File: config.mk
export PLATFORM = sky130hd
export DESIGN_NAME = rd_pending_tracker
export DESIGN_NICKNAME = d
export VERILOG_FILES = /design/src/rtl/rd_tracker_pkg.sv /design/src/rtl/rd_entry_fifo.sv /design/src/rtl/rd_pending_tracker.sv
export SDC_FILE = /design/constraint.sdc
export NUM_CORES = 1
export LEC_CHECK = 0
export ABC_AREA = 1
export BUFFER_PORTS_ARGS = -buffer_cell sky130_fd_sc_hd__buf_2
export CAP_MARGIN = 40
export CORE_UTILIZATION = 57
export DETAILED_ROUTE_END_ITERATION = 7
export PLACE_DENSITY_LB_ADDON = 0.08
export SYNTH_ARGS = -nofsm -noshare
export SYNTH_HDL_FRONTEND = slang
export SYNTH_SLANG_ARGS = --single-unit
File: constraint.sdc
create_clock -name clk -period 3 [get_ports clk]
set_input_delay 0.15 -clock clk [delete_from_list [all_inputs] [get_ports clk]]
set_output_delay 0.15 -clock clk [all_outputs]
set_load 0.02 [all_outputs]
File: src/rtl/rd_tracker_pkg.sv
// Shared types and defaults for the rd pending tracker and the rd_out UVC.
package rd_tracker_pkg;

    localparam int unsigned RD_W_DEFAULT  = 5;
    localparam int unsigned DEPTH_DEFAULT = 4;

    typedef logic [RD_W_DEFAULT-1:0] rd_idx_t;

    typedef struct packed {
        logic    we;
        rd_idx_t rd;
    } rd_entry_t;

endpackage

File: src/rtl/rd_entry_fifo.sv
// Circular buffer of DEPTH entries with pointers, occupancy and per-slot valid mask.
module rd_entry_fifo #(
    parameter int unsigned W     = 6,
    parameter int unsigned DEPTH = 4
) (
    input  logic                        clk,
    input  logic                        rst_n,
    input  logic                        clr,
    input  logic                        push,
    input  logic [W-1:0]                push_data,
    input  logic                        pop,
    output logic [W-1:0]                head,
    output logic [DEPTH-1:0][W-1:0]     entries,
    output logic [DEPTH-1:0]            valid,
    output logic [$clog2(DEPTH):0]      count,
    output logic                        full,
    output logic                        empty
);

    localparam int unsigned PW = $clog2(DEPTH);
    localparam int unsigned CW = PW + 1;

    logic [DEPTH-1:0][W-1:0] mem;
    logic [PW-1:0]           wr_ptr;
    logic [PW-1:0]           rd_ptr;
    logic                    do_push;
    logic                    do_pop;

    assign full    = (count == CW'(DEPTH));
    assign empty   = (count == '0);
    assign do_push = push && !full;
    assign do_pop  = pop && !empty;
    assign entries = mem;
    assign head    = empty ? '0 : mem[rd_ptr];

    always_ff @(posedge clk) begin
        if (!rst_n || clr) begin
            mem    <= '0;
            wr_ptr <= '0;
            rd_ptr <= '0;
            count  <= '0;
        end else begin
            if (do_push) begin
                mem[wr_ptr] <= push_data;
                wr_ptr      <= wr_ptr + PW'(1);
            end
            if (do_pop) begin
                rd_ptr <= rd_ptr + PW'(1);
            end
            if (do_push && !do_pop) begin
                count <= count + CW'(1);
            end else if (do_pop && !do_push) begin
                count <= count - CW'(1);
            end
        end
    end

    // A slot is live when its distance from the head (mod DEPTH) is below the occupancy.
    always_comb begin
        valid = '0;
        for (int unsigned i = 0; i < DEPTH; i++) begin
            logic [PW-1:0] off;
            off      = PW'(i) - rd_ptr;
            valid[i] = (CW'(off) < count);
        end
    end

endmodule

File: src/rtl/rd_pending_tracker.sv
// In-order tracker of pending destination registers with RAW hazard lookup.
// Optional stall counter enabled by RD_PENDING_TRACKER_STATS_EN.
module rd_pending_tracker
    import rd_tracker_pkg::*;
#(
    parameter int unsigned RD_W  = RD_W_DEFAULT,
    parameter int unsigned DEPTH = DEPTH_DEFAULT
) (
    input  logic                    clk,
    input  logic                    rst_n,
    input  logic                    flush,
    input  logic                    issue_valid,
    output logic                    issue_ready,
    input  logic                    issue_we,
    input  logic [RD_W-1:0]         issue_rd,
    input  logic                    retire_valid,
    output logic [RD_W-1:0]         retire_rd,
    output logic                    retire_we,
    input  logic [RD_W-1:0]         rs1_addr,
    input  logic [RD_W-1:0]         rs2_addr,
    output logic                    rs1_hazard,
    output logic                    rs2_hazard,
    output logic [(2**RD_W)-1:0]    pending_map,
    output logic [$clog2(DEPTH):0]  count,
    output logic                    empty,
    output logic                    full
`ifdef RD_PENDING_TRACKER_STATS_EN
    ,
    output logic [15:0]             stall_cnt
`endif
);

    localparam int unsigned EW = RD_W + 1;

    logic                      push;
    logic                      pop;
    logic [EW-1:0]             push_entry;
    logic [EW-1:0]             head;
    logic [DEPTH-1:0][EW-1:0]  entries;
    logic [DEPTH-1:0]          valid;

    assign issue_ready = !full;
    // Flush wins: neither the offered entry nor the retire reaches the buffer.
    assign push        = issue_valid && issue_ready && !flush;
    assign pop         = retire_valid && !empty && !flush;
    assign push_entry  = {issue_we && (issue_rd != '0), issue_rd};

    rd_entry_fifo #(
        .W     (EW),
        .DEPTH (DEPTH)
    ) u_fifo (
        .clk       (clk),
        .rst_n     (rst_n),
        .clr       (flush),
        .push      (push),
        .push_data (push_entry),
        .pop       (pop),
        .head      (head),
        .entries   (entries),
        .valid     (valid),
        .count     (count),
        .full      (full),
        .empty     (empty)
    );

    assign retire_we = head[RD_W];
    assign retire_rd = head[RD_W-1:0];

    always_comb begin
        pending_map = '0;
        for (int unsigned i = 0; i < DEPTH; i++) begin
            if (valid[i] && entries[i][RD_W]) begin
                pending_map[entries[i][RD_W-1:0]] = 1'b1;
            end
        end
    end

    assign rs1_hazard = pending_map[rs1_addr];
    assign rs2_hazard = pending_map[rs2_addr];

`ifdef RD_PENDING_TRACKER_STATS_EN
    always_ff @(posedge clk) begin
        if (!rst_n || flush) begin
            stall_cnt <= '0;
        end else if (issue_valid && !issue_ready && (stall_cnt != 16'hFFFF)) begin
            stall_cnt <= stall_cnt + 16'd1;
        end
    end
`endif

endmodule

* Word level (Yosys, flattened, before mapping)
Index checks and enable logic that the tools add are counted.
** Word-level totals
- Word-level logic and storage cells :: 88
- Flip-flop bits (word level) :: 31
- Output and inout port bits :: 46
- Input port bits :: 21
** Operators by class
- Reductions and logical operators :: 28
- Equality and inequality tests :: 1
- Mux-type cells :: 24
- Add/sub/neg operators :: 8
- Bitwise logic cells :: 3
- Magnitude comparators :: 17
** Operators by type and width (count)
- two-way mux 32 bit :: 4
- OR 32 bit :: 3
- < comparator 5 x 6 -> 1 bit (second input constant) :: 6
- bitwise mux 24 bit :: 1
- demux 1 bit (select 5 bit) :: 4
- >= comparator 5 x 1 -> 1 bit (second input constant) :: 4
- logical AND 1 bit :: 18
- two-way mux 6 bit :: 3
- binary-select mux 6 bit (select 2 bit) :: 1
- demux 6 bit (select 2 bit) :: 1
- < comparator 2 x 3 -> 1 bit :: 4
- binary-select mux 1 bit (select 5 bit) :: 2
- zero test 1 bit :: 6
- < comparator 2 x 3 -> 1 bit (second input constant) :: 2
- two-way mux 1 bit :: 6
- two-way mux 3 bit :: 2
- nonzero test 5 bit :: 1
- adder 2 x 1 -> 2 bit (second input constant) :: 2
- subtractor 1 x 2 -> 2 bit (first input constant) :: 2
- subtractor 2 bit (first input constant) :: 2
- adder 3 x 1 -> 3 bit (second input constant) :: 1
- == test 3 bit (second input constant) :: 1
- zero test 3 bit :: 1
- subtractor 3 x 1 -> 3 bit (second input constant) :: 1
- 3 further kinds :: 3

* Longest topological paths before layout
- Depth after elaboration :: 13
- Gate-level depth with buffers :: 18
- Gate-level depth less buffers :: 18

* Hierarchy
A second synthesis with hierarchy kept.
** Unflattened totals
- Cells, all modules :: 812
- Area, all modules :: 4196.5 um^2
** By module, submodules not included
- rd_pending_tracker :: times used 1, area an instance 2240.9 um^2, cells an instance 507, seq. area each 0.0 um^2
- rd_entry_fifo :: times used 1, area an instance 1955.6 um^2, cells an instance 305, seq. area each 620.6 um^2

* Worst setup path before layout
No wires, ideal clock.
- Path type :: flip-flop to flip-flop
- Start point :: register u_fifo.count[2]
- End point :: register u_fifo.count[1]
- Data required time :: 2.880 ns
- Data arrival time :: 2.531 ns
- Cell stages (with the launch flop) :: 11
- Buffers on the path :: 0
- Slack :: 0.348 ns
- Library setup time :: 0.120 ns
- Period minus slack after synthesis :: 2.652 ns
- Cell sequence :: dfxtp_1 > inv_2 > nor3_1 > inv_1 > nand2_1 > nor2_1 > ha_1 > inv_1 > fa_1 > o21ai_0 > a21oi_1
** On the way
- Longest elaborated chain between the ends :: 8
- Elaborated cells between the ends (all ways) :: 16
- Classes of those cells :: eq/ne: 1; mux: 1; reduce/logical: 14
** Ends and longest elaborated chain
- from (decl) :: RTL line rd_entry_fifo.sv:15 : output logic [$clog2(DEPTH):0] count,
- from (signal assigned) :: RTL line rd_entry_fifo.sv:51 : count <= count + CW'(1);
- from (signal assigned) :: RTL line rd_entry_fifo.sv:53 : count <= count - CW'(1);
- == test 3 bit * :: RTL line rd_entry_fifo.sv:29 : assign full = (count == CW'(DEPTH));
- via full :: RTL line rd_pending_tracker.sv:26 : output logic full
- zero test 1 bit * :: RTL line rd_pending_tracker.sv:42 : assign issue_ready = !full;
- via issue_ready :: RTL line rd_pending_tracker.sv:13 : output logic issue_ready,
- logical AND 1 bit (2 in series) :: RTL line rd_pending_tracker.sv:44 : assign push = issue_valid && issue_ready && !flush;
- logical AND 1 bit * :: RTL line rd_entry_fifo.sv:31 : assign do_push = push && !full;
- via u_fifo.do_push :: RTL line rd_entry_fifo.sv:26 : logic do_push;
- zero test 1 bit :: RTL line rd_entry_fifo.sv:52 : end else if (do_pop && !do_push) begin
- logical AND 1 bit :: RTL line rd_entry_fifo.sv:52
- nonzero test 2 bit (no source line)
The timed path passes the listed nets; every way through them passes the cells marked *.
A chain may end at the register's enable or synchronous reset.

* Worst setup path after layout
- Start point :: register u_fifo.rd_ptr[1]
- End point :: output port rs2_hazard
** On the way
- Longest elaborated chain between the ends :: 12
- Elaborated cells between the ends (all ways) :: 21
- Classes of those cells :: add/sub: 4; order compare: 4; mux: 6; bitwise: 3; reduce/logical: 4
** Ends and longest elaborated chain
- from (decl) :: RTL line rd_entry_fifo.sv:25 : logic [PW-1:0] rd_ptr;
- from (signal assigned) :: RTL line rd_entry_fifo.sv:48 : rd_ptr <= rd_ptr + PW'(1);
- subtractor 1 x 2 -> 2 bit :: RTL line rd_entry_fifo.sv:63 : off = PW'(i) - rd_ptr;
- < comparator 2 x 3 -> 1 bit :: RTL line rd_entry_fifo.sv:64 : valid[i] = (CW'(off) < count);
- logical AND 1 bit :: RTL line rd_pending_tracker.sv:72 : if (valid[i] && entries[i][RD_W]) begin
- two-way mux 32 bit :: RTL line rd_pending_tracker.sv:72
- OR 32 bit (no source line)
- two-way mux 32 bit :: RTL line rd_pending_tracker.sv:72
- OR 32 bit (no source line)
- two-way mux 32 bit :: RTL line rd_pending_tracker.sv:72
- OR 32 bit (no source line)
- two-way mux 32 bit * :: RTL line rd_pending_tracker.sv:72
- binary-select mux 1 bit (select 5 bit) * :: RTL line rd_pending_tracker.sv:79 : assign rs2_hazard = pending_map[rs2_addr];
- two-way mux 1 bit (implied by the code) * :: RTL line rd_pending_tracker.sv:79
- to (decl) :: RTL line rd_pending_tracker.sv:22 : output logic rs2_hazard,
Every way passes the cells marked *; elsewhere a longest branch is shown, timed or not. The select of a mux whose other input is x is not followed.

==> run summary <==
WS Path Type: reg2out
Mean post-synth cell area: 5.24 um^2
Clk_skew: 8.13 ps
CTS tree: done
FILL cells: 544
Met2 Resource Use GR: 69.4%
CP max FO: 6
Final worst path period share: 97.9%
Antenna violations before repair: 0
Post-synth cell types: 26
CTS Buffer Depth: 2
Layout area overhead: 23.3%
Post-synth top area share: 19.7%
Largest cells by area after synthesis: nor2_1 20%, nand3_1 17%, dfxtp_1 17%
Hold-fix buffers at CTS: 0
Die Wd: 82.4 um
Post-Route WL: 16,500 um
Die H: 82.4 um
Sink Count: 31
CTS Root Cell: clkbuf_8
Max-slew violations: 0
Most common cell after layout, fill and taps aside: nor2_1
Gr usage total: 47.8%
DRC Markers: 0
Sequential area share after synthesis: 16.8%
CORE AREA: 6060 um^2
Number of DRC markers in iteration 0: 983
Boundary Pins: 67
#FFs+latches synth: 31
Final hold vios: 0
Syn nets: 734
Placement Cell Area: 4050 um^2
H-tree depth: 2
Clock slew at reported path FFs: 60 ps
Vias: 5,592
Vias per cell: 6.59
Outcome: complete, no violations
Post-DP HPWL: 12,100 um
Worst setup SP type: flip-flop
Arrival time worst endpoint: 2790 ps
Antenna Nets Post-Route: 0
Peak supply drop: 0.270 mV
# setup viols final: 0
Met1 GRT Util: 64.3%
Worst setup EP type: output port
Post-DR wirelength/cell: 19.4 um
Met3 Usage GRT: 18.7%
Sum of negative setup slack: 0 ps
GRT Residual Overflow: 0
Synthesized area: 3680 um^2
Ys Warns: 0
Leak Pwr: 2.09 nW
Area leader, netlist: nor2_1
Placer Congestion: 1.14
Max Cap Viol: 0
Row count: 28
Die ar.: 6790 um^2
Pin count of the biggest net entering global routing: 29
Nets: 806
Pwr Density: 226 nW/um^2
Vias in the first global route: 4,619
Worst-margin pin slew: 808 ps
Worst slew margin: 45.7%
Share of cells above drive strength 1: 21.7%
Clock Latency Late Sink: 290 ps
Fmax: 341 MHz
Cells after Synth: 703
Min Tclk post-route: 2940 ps
Layer with the highest usage: met2
ANT cells: 0
WP data required: 2850 ps
CTS Buf Count: 5
Hold Crit Class: in2reg
Commonest non-fill, non-tap cells in the layout: 161 x nor2_1, 108 x nand2_1, 101 x nand3_1, 65 x inv_1, 64 x buf_2
DRT Pass-1 Iters: 8
Port Buf Inserts: 66
Final Cell Area: 4540 um^2
First-pass GRT wire length: 23,600 um
Initial Util: 60.8%
==> cells by family (layout without fill, tap and decap cells) <==
logic type	count (synthesis)	in the layout	share of synthesized area, %
XOR/XNOR	1	1	0.238
adder cells (fa/ha/maj)	10	10	3.60
buffers and inverters	90	160	9.65
AND/OR/NAND/NOR	489	490	57.7
AO/OA/AOI/OAI	82	82	11.9
flip-flops	31	31	16.8
==> what timing repair did <==
action,CTS,global route
gates cloned,0,1
pin swaps,4,38
buffers inserted,6,9
hold endpoints to repair,0,0
endpoints found under the setup margin,2,2
gates resized for setup,15,71
==> cell usage after synthesis <==
cell type,count
nor2_1,193
nand3_1,128
nand2_1,113
inv_1,67
a21oi_1,43
nand4_1,33
dfxtp_1,31
o21ai_0,27
nor3_1,18
clkbuf_1,10
ha_1,9
a221oi_1,5
buf_2,5
o22ai_1,5
buf_4,3
buf_1,2
inv_2,2
a22oi_1,1
a31oi_1,1
clkinv_1,1
fa_1,1
nand3_4,1
nor2_2,1
nor3_2,1
or4_1,1
xor2_1,1
==> path summary, 6_finish.rpt <==
kind                      startpoint            endpoint  slack [ps]  cells past startpoint
setup / recovery    u_fifo.rd_ptr[1]          rs2_hazard          60                     20
hold / removal           issue_valid    u_fifo.wr_ptr[0]         170                      3
setup reg to reg     u_fifo.count[0]     u_fifo.count[2]         560                     10
hold reg to reg   u_fifo.entries[12]  u_fifo.entries[12]         540                      2
==> stage by stage <==
step / worst slack, ps / instances / total power [mW] / utilization (%) / hold WS [ps]
after detailed placement: 81.6 / 827 / 0.680 / 66.8 / 474
after floorplan: 348 / 703 / 0.602 / - / 316
after global routing: -81.0 / 849 / 1.07 / 75.0 / 206
final: 64.0 / 849 / 1.03 / 75.0 / 174
after global placement: 121 / 827 / 0.673 / 66.8 / 462
after CTS: 10.5 / 839 / 0.982 / 69.5 / 176
==> layout make-up <==
cell class	count	area (um^2)	area share, %
clock buffer	6	72.6	1.60
timing repair buffer	84	494	10.9
sequential	31	629	13.9
tap	75	93.8	2.07
multi-input combinational	583	2990	65.8
inverter	70	263	5.78
==> worst max-delay path, stage by stage, from the launching register on <==
cell and delay [ps]:
dfxtp_4 370, nand2_4 80, inv_2 50, nor2_4 130
inv_1 70, ha_1 270, inv_1 40, nor2_2 160
nand2_2 130, nand4_1 130, buf_6 160, nor2_2 50
nor2_2 170, nand3_2 100, nand3_2 120, nand3_1 70
nand3_1 90, nand2_1 70, nand2_1 50, nand2_1 60
buf_6 130
==> flip-flops by register name, summed over array words and instances, names as in the netlist <==
signal / flops
u_fifo.entries: 24
u_fifo.wr_ptr: 2
u_fifo.rd_ptr: 2
u_fifo.count: 3
==> layer usage <==
metal  up-vias  routed length [um]
met4         2                 703
met1      2478                6240
met5         -                  35
met3        92                2860
li1       2495                   -
met2       525                6620
==> report_power, final <==
part	total (mW)	switching (mW)	internal, mW
clock network	0.311	0.157	0.154
registers	0.433	0.0144	0.418
logic	0.281	0.190	0.0910
total	1.03	0.361	0.664
(Power assumes the default switching activity.)
